===== src/rtl/proc_pkg.sv =====
// Shared processor types for the EX->MEM stage: branch kinds, condition codes, NZCV flags.
package proc_pkg;

    localparam int DW = 64;
    localparam int RW = 5;

    typedef enum logic [2:0] {
        BR_NONE   = 3'd0,
        BR_UNCOND = 3'd1,
        BR_CBZ    = 3'd2,
        BR_CBNZ   = 3'd3,
        BR_BCOND  = 3'd4
    } br_type_e;

    // ARMv8 encoding order, so ex_cond can be taken straight from the instruction
    typedef enum logic [3:0] {
        COND_EQ = 4'd0,  COND_NE = 4'd1,  COND_HS = 4'd2,  COND_LO = 4'd3,
        COND_MI = 4'd4,  COND_PL = 4'd5,  COND_VS = 4'd6,  COND_VC = 4'd7,
        COND_HI = 4'd8,  COND_LS = 4'd9,  COND_GE = 4'd10, COND_LT = 4'd11,
        COND_GT = 4'd12, COND_LE = 4'd13, COND_AL = 4'd14, COND_NV = 4'd15
    } cond_e;

    typedef struct packed {
        logic n;
        logic z;
        logic c;
        logic v;
    } flags_t;

endpackage


===== src/rtl/ex_mem_flag_stage_if.sv =====
// EX-side inputs and MEM-side registered outputs of the EX->MEM flag stage.
interface ex_mem_flag_stage_if
    import proc_pkg::*;
();
    logic          stall;
    logic          flush;
    logic          ex_valid;
    logic [DW-1:0] alu_result;
    logic          alu_neg;
    logic          alu_zero;
    logic          alu_ovf;
    logic          alu_cout;
    logic          ex_set_flags;
    logic [2:0]    ex_br_type;
    logic [3:0]    ex_cond;
    logic [DW-1:0] ex_br_target;
    logic [DW-1:0] ex_store_data;
    logic [RW-1:0] ex_rd;
    logic          ex_mem_rd;
    logic          ex_mem_wr;
    logic          ex_reg_wr;

    logic          mem_valid;
    logic [DW-1:0] mem_result;
    logic [DW-1:0] mem_store_data;
    logic [RW-1:0] mem_rd;
    logic          mem_mem_rd;
    logic          mem_mem_wr;
    logic          mem_reg_wr;
    logic [3:0]    flags_q;
    logic          br_taken;
    logic [DW-1:0] br_target;

    modport master (
        output stall, flush, ex_valid, alu_result, alu_neg, alu_zero, alu_ovf, alu_cout,
               ex_set_flags, ex_br_type, ex_cond, ex_br_target, ex_store_data, ex_rd,
               ex_mem_rd, ex_mem_wr, ex_reg_wr,
        input  mem_valid, mem_result, mem_store_data, mem_rd, mem_mem_rd, mem_mem_wr,
               mem_reg_wr, flags_q, br_taken, br_target
    );

    modport slave (
        input  stall, flush, ex_valid, alu_result, alu_neg, alu_zero, alu_ovf, alu_cout,
               ex_set_flags, ex_br_type, ex_cond, ex_br_target, ex_store_data, ex_rd,
               ex_mem_rd, ex_mem_wr, ex_reg_wr,
        output mem_valid, mem_result, mem_store_data, mem_rd, mem_mem_rd, mem_mem_wr,
               mem_reg_wr, flags_q, br_taken, br_target
    );

endinterface


===== src/rtl/cond_eval.sv =====
// Combinational B.cond evaluator: condition code and NZCV flags to taken.
module cond_eval
    import proc_pkg::*;
(
    input  cond_e  cond,
    input  flags_t flags,
    output logic   taken
);

    logic ge;
    logic hi;

    always_comb begin
        ge    = (flags.n == flags.v);
        hi    = flags.c & ~flags.z;
        taken = 1'b1;
        case (cond)
            COND_EQ: taken = flags.z;
            COND_NE: taken = ~flags.z;
            COND_HS: taken = flags.c;
            COND_LO: taken = ~flags.c;
            COND_MI: taken = flags.n;
            COND_PL: taken = ~flags.n;
            COND_VS: taken = flags.v;
            COND_VC: taken = ~flags.v;
            COND_HI: taken = hi;
            COND_LS: taken = ~hi;
            COND_GE: taken = ge;
            COND_LT: taken = ~ge;
            COND_GT: taken = ~flags.z & ge;
            COND_LE: taken = ~(~flags.z & ge);
            default: taken = 1'b1;
        endcase
    end

endmodule


===== src/rtl/ex_mem_flag_stage.sv =====
// EX->MEM pipeline register with the NZCV flag register and branch resolution.
module ex_mem_flag_stage
    import proc_pkg::*;
(
    input logic               clk,
    input logic               reset,
    ex_mem_flag_stage_if.slave bus
);

    flags_t flags_r;
    flags_t flags_next;
    logic   capture;
    logic   bcond_taken;
    logic   br_cond;

    cond_eval u_cond_eval (
        .cond  (cond_e'(bus.ex_cond)),
        .flags (flags_r),
        .taken (bcond_taken)
    );

    // B.cond reads flags_r before this edge's write, which already holds any older setter's result
    always_comb begin
        capture    = bus.ex_valid & ~bus.flush & ~bus.stall;
        flags_next = flags_r;
        if (capture & bus.ex_set_flags)
            flags_next = '{n: bus.alu_neg, z: bus.alu_zero, c: bus.alu_cout, v: bus.alu_ovf};
        case (br_type_e'(bus.ex_br_type))
            BR_UNCOND: br_cond = 1'b1;
            BR_CBZ:    br_cond = bus.alu_zero;
            BR_CBNZ:   br_cond = ~bus.alu_zero;
            BR_BCOND:  br_cond = bcond_taken;
            default:   br_cond = 1'b0;
        endcase
    end

    always_ff @(posedge clk or negedge reset) begin
        if (!reset) begin
            bus.mem_valid      <= 1'b0;
            bus.mem_result     <= '0;
            bus.mem_store_data <= '0;
            bus.mem_rd         <= '0;
            bus.mem_mem_rd     <= 1'b0;
            bus.mem_mem_wr     <= 1'b0;
            bus.mem_reg_wr     <= 1'b0;
            bus.br_taken       <= 1'b0;
            bus.br_target      <= '0;
            flags_r            <= '0;
        end else if (!bus.stall) begin
            bus.mem_valid  <= capture;
            bus.mem_mem_rd <= capture & bus.ex_mem_rd;
            bus.mem_mem_wr <= capture & bus.ex_mem_wr;
            bus.mem_reg_wr <= capture & bus.ex_reg_wr;
            bus.br_taken   <= capture & br_cond;
            flags_r        <= flags_next;
            // Data fields of a bubble are never consumed, so they simply keep the last value
            if (capture) begin
                bus.mem_result     <= bus.alu_result;
                bus.mem_store_data <= bus.ex_store_data;
                bus.mem_rd         <= bus.ex_rd;
                bus.br_target      <= bus.ex_br_target;
            end
        end
    end

    assign bus.flags_q = flags_r;

endmodule

===== src/flat_wrapper.sv =====
// flat-port wrapper written by rule: the top's interface ports become plain ports
module ex_mem_flag_stage_flat import proc_pkg::*;
  (clk, reset, bus_stall, bus_flush, bus_ex_valid, bus_alu_result, bus_alu_neg, bus_alu_zero, bus_alu_ovf, bus_alu_cout, bus_ex_set_flags, bus_ex_br_type, bus_ex_cond, bus_ex_br_target, bus_ex_store_data, bus_ex_rd, bus_ex_mem_rd, bus_ex_mem_wr, bus_ex_reg_wr, bus_mem_valid, bus_mem_result, bus_mem_store_data, bus_mem_rd, bus_mem_mem_rd, bus_mem_mem_wr, bus_mem_reg_wr, bus_flags_q, bus_br_taken, bus_br_target);
  ex_mem_flag_stage_if bus_i ();
  input logic clk;
  input logic reset;
  input wire logic [$bits(bus_i.stall)-1:0] bus_stall;
  input wire logic [$bits(bus_i.flush)-1:0] bus_flush;
  input wire logic [$bits(bus_i.ex_valid)-1:0] bus_ex_valid;
  input wire logic [$bits(bus_i.alu_result)-1:0] bus_alu_result;
  input wire logic [$bits(bus_i.alu_neg)-1:0] bus_alu_neg;
  input wire logic [$bits(bus_i.alu_zero)-1:0] bus_alu_zero;
  input wire logic [$bits(bus_i.alu_ovf)-1:0] bus_alu_ovf;
  input wire logic [$bits(bus_i.alu_cout)-1:0] bus_alu_cout;
  input wire logic [$bits(bus_i.ex_set_flags)-1:0] bus_ex_set_flags;
  input wire logic [$bits(bus_i.ex_br_type)-1:0] bus_ex_br_type;
  input wire logic [$bits(bus_i.ex_cond)-1:0] bus_ex_cond;
  input wire logic [$bits(bus_i.ex_br_target)-1:0] bus_ex_br_target;
  input wire logic [$bits(bus_i.ex_store_data)-1:0] bus_ex_store_data;
  input wire logic [$bits(bus_i.ex_rd)-1:0] bus_ex_rd;
  input wire logic [$bits(bus_i.ex_mem_rd)-1:0] bus_ex_mem_rd;
  input wire logic [$bits(bus_i.ex_mem_wr)-1:0] bus_ex_mem_wr;
  input wire logic [$bits(bus_i.ex_reg_wr)-1:0] bus_ex_reg_wr;
  output wire logic [$bits(bus_i.mem_valid)-1:0] bus_mem_valid;
  output wire logic [$bits(bus_i.mem_result)-1:0] bus_mem_result;
  output wire logic [$bits(bus_i.mem_store_data)-1:0] bus_mem_store_data;
  output wire logic [$bits(bus_i.mem_rd)-1:0] bus_mem_rd;
  output wire logic [$bits(bus_i.mem_mem_rd)-1:0] bus_mem_mem_rd;
  output wire logic [$bits(bus_i.mem_mem_wr)-1:0] bus_mem_mem_wr;
  output wire logic [$bits(bus_i.mem_reg_wr)-1:0] bus_mem_reg_wr;
  output wire logic [$bits(bus_i.flags_q)-1:0] bus_flags_q;
  output wire logic [$bits(bus_i.br_taken)-1:0] bus_br_taken;
  output wire logic [$bits(bus_i.br_target)-1:0] bus_br_target;
  assign bus_i.stall = bus_stall;
  assign bus_i.flush = bus_flush;
  assign bus_i.ex_valid = bus_ex_valid;
  assign bus_i.alu_result = bus_alu_result;
  assign bus_i.alu_neg = bus_alu_neg;
  assign bus_i.alu_zero = bus_alu_zero;
  assign bus_i.alu_ovf = bus_alu_ovf;
  assign bus_i.alu_cout = bus_alu_cout;
  assign bus_i.ex_set_flags = bus_ex_set_flags;
  assign bus_i.ex_br_type = bus_ex_br_type;
  assign bus_i.ex_cond = bus_ex_cond;
  assign bus_i.ex_br_target = bus_ex_br_target;
  assign bus_i.ex_store_data = bus_ex_store_data;
  assign bus_i.ex_rd = bus_ex_rd;
  assign bus_i.ex_mem_rd = bus_ex_mem_rd;
  assign bus_i.ex_mem_wr = bus_ex_mem_wr;
  assign bus_i.ex_reg_wr = bus_ex_reg_wr;
  assign bus_mem_valid = bus_i.mem_valid;
  assign bus_mem_result = bus_i.mem_result;
  assign bus_mem_store_data = bus_i.mem_store_data;
  assign bus_mem_rd = bus_i.mem_rd;
  assign bus_mem_mem_rd = bus_i.mem_mem_rd;
  assign bus_mem_mem_wr = bus_i.mem_mem_wr;
  assign bus_mem_reg_wr = bus_i.mem_reg_wr;
  assign bus_flags_q = bus_i.flags_q;
  assign bus_br_taken = bus_i.br_taken;
  assign bus_br_target = bus_i.br_target;
  ex_mem_flag_stage u_core (.clk(clk), .reset(reset), .bus(bus_i));
endmodule

===== config.mk =====
export PLATFORM = sky130hd
export DESIGN_NAME = ex_mem_flag_stage_flat
export DESIGN_NICKNAME = d
export VERILOG_FILES = /design/src/rtl/proc_pkg.sv /design/src/rtl/ex_mem_flag_stage_if.sv /design/src/rtl/cond_eval.sv /design/src/rtl/ex_mem_flag_stage.sv /design/src/flat_wrapper.sv
export SDC_FILE = /design/constraint.sdc
export NUM_CORES = 1
export LEC_CHECK = 0
export BUFFER_PORTS_ARGS = -buffer_cell sky130_fd_sc_hd__buf_2
export CORE_AREA = 4 4 163 165
export CTS_CLUSTER_DIAMETER = 80
export CTS_CLUSTER_SIZE = 30
export DETAILED_ROUTE_END_ITERATION = 8
export DIE_AREA = 0 0 167 169
export SETUP_SLACK_MARGIN = 0.2
export SLEW_MARGIN = 20
export SYNTH_ARGS = -nofsm -noshare
export SYNTH_HDL_FRONTEND = slang
export SYNTH_SLANG_ARGS = --single-unit
export TNS_END_PERCENT = 100

===== constraint.sdc =====
create_clock -name clk -period 3 [get_ports clk]
set_clock_uncertainty 0.2 [all_clocks]
set_input_delay 0.15 -clock clk [delete_from_list [all_inputs] [get_ports clk]]
set_output_delay 0.15 -clock clk [all_outputs]
set_load 0.005 [all_outputs]

### Word level (Yosys, flattened, before mapping)

Cells that the tools add are included.

| word-level totals | value |
|---|---|
| flip-flop bits (word level) | 206 |
| input bits | 217 |

| operators by class | value |
|---|---|
| equal/unequal tests | 18 |
| muxes and demuxes | 2 |
| bitwise logic cells | 19 |
| reduce and logical (&&, ||, !) cells | 3 |

Operator list:

| operator | number |
|---|---|
| 4-bit equality test (second input constant) | 6 |
| 4-bit by 3-bit equality test with 1-bit output (second input constant) | 4 |
| 1-bit case mux with 14 select lines | 1 |
| 1-bit NOT | 10 |
| 1-bit bitwise AND | 9 |
| 4-bit by 2-bit equality test with 1-bit output (second input constant) | 2 |
| 3-bit by 2-bit equality test with 1-bit output (second input constant) | 2 |
| 4-bit by 1-bit equality test with 1-bit output (second input constant) | 1 |
| 4-bit logical NOT | 1 |
| 1-bit case mux with 4 select lines | 1 |
| 2-bit AND reduction | 2 |
| 3-bit by 1-bit equality test with 1-bit output (second input constant) | 1 |
| 3-bit equality test (second input constant) | 1 |
| 1-bit equality test | 1 |

### Depth between registers and ports, before layout

| logic depth | value |
|---|---|
| depth after elaboration | 6 |
| mapped depth | 5 |
| depth with buffers taken out | 5 |

### Modules after synthesis

Synthesis repeated with hierarchy kept, for this count alone.

| second synthesis, totals | value |
|---|---|
| cell total of the unflattened synthesis | 464 |
| area, all modules | 7873.8 µm² |

Modules (own cells, without submodules):

| module | instances | cells an instance | area an instance (µm²) | sequential area each (µm²) |
|---|---|---|---|---|
| ex_mem_flag_stage | 1 | 440 | 7696.1 | 5154.9 |
| cond_eval | 1 | 24 | 177.7 | 0.0 |

### Least setup slack after synthesis

OpenSTA, ideal clock, no wires.

| timing path | value |
|---|---|
| kind | register to register |
| from | register u_core.flags_r (netlist bit u_core.bus.flags_q[2]) |
| to | register u_core.bus.br_taken |
| data arrival time | 1.191 ns |
| required time | 2.668 ns |
| setup slack | 1.477 ns |
| stages on the path, launching flop included | 6 |
| path buffers | 0 |
| clock period less this slack | 1.523 ns |
| cells stage by stage | dfrtp_1 nor2b_1 a211o_1 a21o_1 o211ai_1 a32oi_1 |

| on the way | value |
|---|---|
| longest elaborated chain between the ends | 6 |

RTL lines:

| what | RTL line | source |
|---|---|---|
| start, declared | ex_mem_flag_stage.sv:10 | `flags_t flags_r;` |
| start signal, assigned | ex_mem_flag_stage.sv:55 | `flags_r <= flags_next;` |
| 1-bit NOT | -- |  |
| 1-bit bitwise AND, on equally long branches | cond_eval.sv:30, cond_eval.sv:31, cond_eval.sv:15 |  |
| 1-bit NOT, on equally long branches | cond_eval.sv:31, cond_eval.sv:27 |  |
| 1-bit case mux with 14 select lines * | cond_eval.sv:17 | `case (cond)` |
| 1-bit case mux with 4 select lines * | ex_mem_flag_stage.sv:28 | `case (br_type_e'(bus.ex_br_type))` |
| 1-bit bitwise AND * | ex_mem_flag_stage.sv:54 | `bus.br_taken <= capture & br_cond;` |
| end signal, assigned | ex_mem_flag_stage.sv:54 |  |
| end, declared | ex_mem_flag_stage_if.sv:47 | `mem_reg_wr, flags_q, br_taken, br_target` |

Every way passes the cells marked *; elsewhere a longest branch is shown, timed or not.
A chain may end at the register's enable or synchronous reset.

### Worst setup path after layout

| timing path | value |
|---|---|
| from | input bus_stall |
| to | register u_core.flags_r (netlist bit u_core.bus.flags_q[3]) |

| on the way | value |
|---|---|
| longest elaborated chain between the ends | 4 |

RTL lines:

| what | RTL line | source |
|---|---|---|
| start, declared | flat_wrapper.sv:7 | `input wire logic [$bits(bus_i.stall)-1:0] bus_stall;` |
| 1-bit NOT (no source line) * | -- |  |
| 1-bit bitwise AND | ex_mem_flag_stage.sv:24 | `capture = bus.ex_valid & ~bus.flush & ~bus.stall;` |
| 1-bit bitwise AND | ex_mem_flag_stage.sv:26 | `if (capture & bus.ex_set_flags)` |
| 2-bit AND reduction (no source line) * | -- |  |

Marks and branches as above.

==> out/results.md <==
## Outcome
- run status: finished with violations
- violated checks: hold timing

## Logic synthesis
- average footprint of a synthesized cell: 16.9 µm²
- post-synthesis instance total: 466
- number of nets produced by synthesis: 683
- flops & latches, synth: 206
- sequential-to-total area share from yosys stat: 65.6%
- Yosys top cell area share: 65.6%
- unique cell type count in the Yosys netlist: 27
- cell type with the largest total area after synthesis: sky130_fd_sc_hd__dfrtp_1
- number of synthesis warnings: 0
- cells taking the most area after synthesis: sky130_fd_sc_hd__dfrtp_1, sky130_fd_sc_hd__mux2_2, sky130_fd_sc_hd__buf_6
- cell area after technology mapping: 0.00786 mm²

## Final layout
- share of cells above drive strength 1: 58.6%
- final cell utilization of the core: 51.7%
- area delta synth->final: 64.7%
- Reg area: 0.00515 mm²
- area occupied by multi-input gates: 0.00251 mm²
- fin nets: 1,325
- diode insertion count for antenna repair: 0
- final standard cell count with taps included and fillers excluded: 1,443
- post-route standard cell area excluding fillers: 0.0129 mm²
- fillcell total: 2,121

## Clock network
- TritonCTS sink count: 206
- clock-pin slew on the worst setup and hold paths: 0.09 ns
- total of cells resized after clock tree synthesis: 0
- clk buf depth: 3
- clock latency reported for the late side of the worst-skew pair: 0.46 ns
- Setup Fix Bufs, Post-CTS: 0
- Inserted Clock Buffers: 13
- Clk Tree Root Cell: sky130_fd_sc_hd__clkbuf_16
- TritonCTS clock tree: yes
- H-tree lvl count: 1

## Setup path
- Crit Path Category: input pin to register
- crit path max fanout: 91
- signal arrival time at the worst endpoint: 2.67 ns
- type of destination of the critical path: register
- Critical Path Source Type: input pin
- worst endpoint required time: 3.14 ns

## Hold path
- worst hold path type: input pin to register

## Power and ir drop
- total power of the final layout: 7.26 mW
- fraction of power spent switching nets: 27.0%
- Clk pwr share: 26.9%
- Flop pwr share: 49.1%
- Power Dens Cells: 561 mW/mm²
- highest ir drop seen on vdd: 0.000537 V
- part of the total power dissipated in combinational logic: 24.0%
- internal power: 5.29 mW
- Sw Pwr: 1.96 mW
- standby leakage power: 6.18 nW

## STA
- minimum hold slack: -0.0222 ns
- Worst Max-Slew Pin Slew: 0.679 ns
- final cycle utilization of the critical path: 84.3%
- clock period minus final worst setup slack: 2.53 ns
- worst slew margin relative to its limit: 54.7%
- Setup TNS: 0 ns
- achievable frequency: 0.395 GHz
- unrepaired setup endpoints after global routing: false
- Final setup violation count: 0
- Final Max Slew Viols: 0
- Worst Slack Setup Final: 0.471 ns
- count of endpoints failing hold in the final timing report: 1

## Placed design
- post-placement cell area: 0.0103 mm²
- Post-DP HPWL: 15,900 µm
- Cells after DPL: 1,203
- routability congestion estimate from global placement: 0.779
- Buffers on Ports: 422
- worst-case setup slack after placement: 1.08 ns

## GRT
- number of antenna violations at the first check in global routing: 0
- gr ovfl total: 0
- global-route total usage across every layer: 16.1%
- global-route wire length before repair: 37,500 µm
- via count of the first global-routing pass: 6,872
- largest net degree at the start of global routing: 113

## Drt
- number of remaining DRC errors: 0
- First-pass DRT Iterations: 4
- initial drt markers: 255
- Routed WL per cell: 16.6 µm
- routed via count: 6,266
- DRT antenna net count: 0
- wire length reported by the detailed router: 24,000 µm
- routed vias/inst: 4.34

## Die
- starting density of the core: 31.4%
- total core area: 0.0250 mm²
- Die Area: 0.0282 mm²
- floorplan die height: 169 µm
- x dimension of the die: 167 µm
- placement row count: 58
- count of boundary I/O pins: 423

## Flow run
- max-cap viol count: 0

==> Yosys cell counts <==
cell type / count
sky130_fd_sc_hd__o41ai_1: 1
sky130_fd_sc_hd__nor2_1: 2
sky130_fd_sc_hd__o211ai_1: 2
sky130_fd_sc_hd__nor3_1: 3
sky130_fd_sc_hd__xor2_1: 2
sky130_fd_sc_hd__mux2_2: 201
sky130_fd_sc_hd__nand2_1: 5
sky130_fd_sc_hd__or2_2: 1
sky130_fd_sc_hd__or3_1: 1
sky130_fd_sc_hd__buf_6: 10
sky130_fd_sc_hd__inv_1: 1
sky130_fd_sc_hd__buf_2: 3
sky130_fd_sc_hd__nor2b_1: 1
sky130_fd_sc_hd__nor3b_2: 1
sky130_fd_sc_hd__dfrtp_1: 206
sky130_fd_sc_hd__a21boi_0: 1
sky130_fd_sc_hd__mux2i_1: 1
sky130_fd_sc_hd__a211o_1: 1
sky130_fd_sc_hd__o21ai_0: 2
sky130_fd_sc_hd__a21oi_1: 1
sky130_fd_sc_hd__a32oi_1: 1
sky130_fd_sc_hd__a21o_1: 3
sky130_fd_sc_hd__a22o_1: 3
sky130_fd_sc_hd__nand2b_1: 2
sky130_fd_sc_hd__buf_4: 9
sky130_fd_sc_hd__a211oi_1: 1
sky130_fd_sc_hd__nor3b_1: 1
==> layout by cell type, fill, tap and decap left out, types with 3 or more instances in the layout <==
cell                              n
sky130_fd_sc_hd__buf_2          421
sky130_fd_sc_hd__dlygate4sd3_1  220
sky130_fd_sc_hd__dfrtp_1        206
sky130_fd_sc_hd__mux2_2         201
sky130_fd_sc_hd__clkbuf_16       13
sky130_fd_sc_hd__nand2_1          5
sky130_fd_sc_hd__buf_12           4
sky130_fd_sc_hd__a21o_1           3
sky130_fd_sc_hd__nor3_1           3
sky130_fd_sc_hd__a22o_1           3
sky130_fd_sc_hd__buf_4            3
==> cell type report <==
class	instances	share of cell area, %
clock buffer	13	2.51
clock inverter	7	0.860
inverter	1	0.0290
multi-input combinational	237	19.4
sequential	206	39.8
tap	330	3.19
timing repair buffer	649	34.2
==> metal layers <==
layer / share of wire (%) / global-route usage (%) / vias up
met4: 3.2 / 4.84 / 0
li1: - / - / 2936
met5: 0 / 0 / -
met1: 38 / 18.5 / 3015
met2: 52 / 29.3 / 274
met3: 7.5 / 4.30 / 41
==> power by group through the flow <==
stage          combinational [mW]  clock [mW]  sequential, mW
2_1_floorplan               0.561           0            3.65
5_1_grt                      1.89        2.14            3.64
4_1_cts                      1.74        2.04            3.56
3_3_place_gp                 1.47           0            3.59
3_5_place_dp                 1.50           0            3.61
6_report                     1.74        1.96            3.56
==> critical path: stages <==
cell and delay, ns:
sky130_fd_sc_hd__dlygate4sd3_1 0.54, sky130_fd_sc_hd__buf_2 0.17, sky130_fd_sc_hd__nor3b_4 0.31, sky130_fd_sc_hd__buf_12 0.38, sky130_fd_sc_hd__nand2_1 0.22, sky130_fd_sc_hd__mux2_2 0.32, sky130_fd_sc_hd__dlygate4sd3_1 0.56
==> final timing paths <==
| check | startpoint | to | slack, ns | cells past startpoint |
|---|---|---|---|---|
| min in group asynchronous | reset | u_core.bus.br_target[43] | 0.08 | 2 |
| worst max-delay path | bus_stall | u_core.bus.flags_q[3] | 0.47 | 7 |
| worst min register to register | u_core.bus.mem_valid | u_core.bus.mem_valid | 0.29 | 1 |
| worst max register to register | u_core.bus.flags_q[0] | u_core.bus.br_taken | 0.87 | 5 |
| max in group asynchronous | reset | u_core.bus.mem_store_data[40] | 1.76 | 3 |
| worst min-delay path | bus_ex_cond[3] | u_core.bus.br_taken | -0.02 | 4 |
==> timing repair <==
item,4_1_cts,5_1_grt
hold buffers,217,4
endpoints found under the setup margin,0,1
hold endpoints to repair,279,1
==> logic make-up (layout without fill, tap and decap cells) <==
kind of cell,after synthesis,in the layout,synth area share [%]
xor gates and xnor gates,2,2,0.223
buffers and inverters,23,670,2.53
DFF,206,206,65.6
and+or+nand+nor,17,17,1.18
muxes,202,202,28.9
AOI/OAI and AO/OA,16,16,1.53
==> registers in the layout, indices dropped and copies added (netlist names) <==
| name | cells |
|---|---|
| u_core.bus.br_taken | 1 |
| u_core.bus.br_target | 64 |
| u_core.bus.flags_q | 4 |
| u_core.bus.mem_mem_rd | 1 |
| u_core.bus.mem_mem_wr | 1 |
| u_core.bus.mem_rd | 5 |
| u_core.bus.mem_reg_wr | 1 |
| u_core.bus.mem_result | 64 |
| u_core.bus.mem_store_data | 64 |
| u_core.bus.mem_valid | 1 |
No activity file was read; power rests on OpenSTA's default activity.
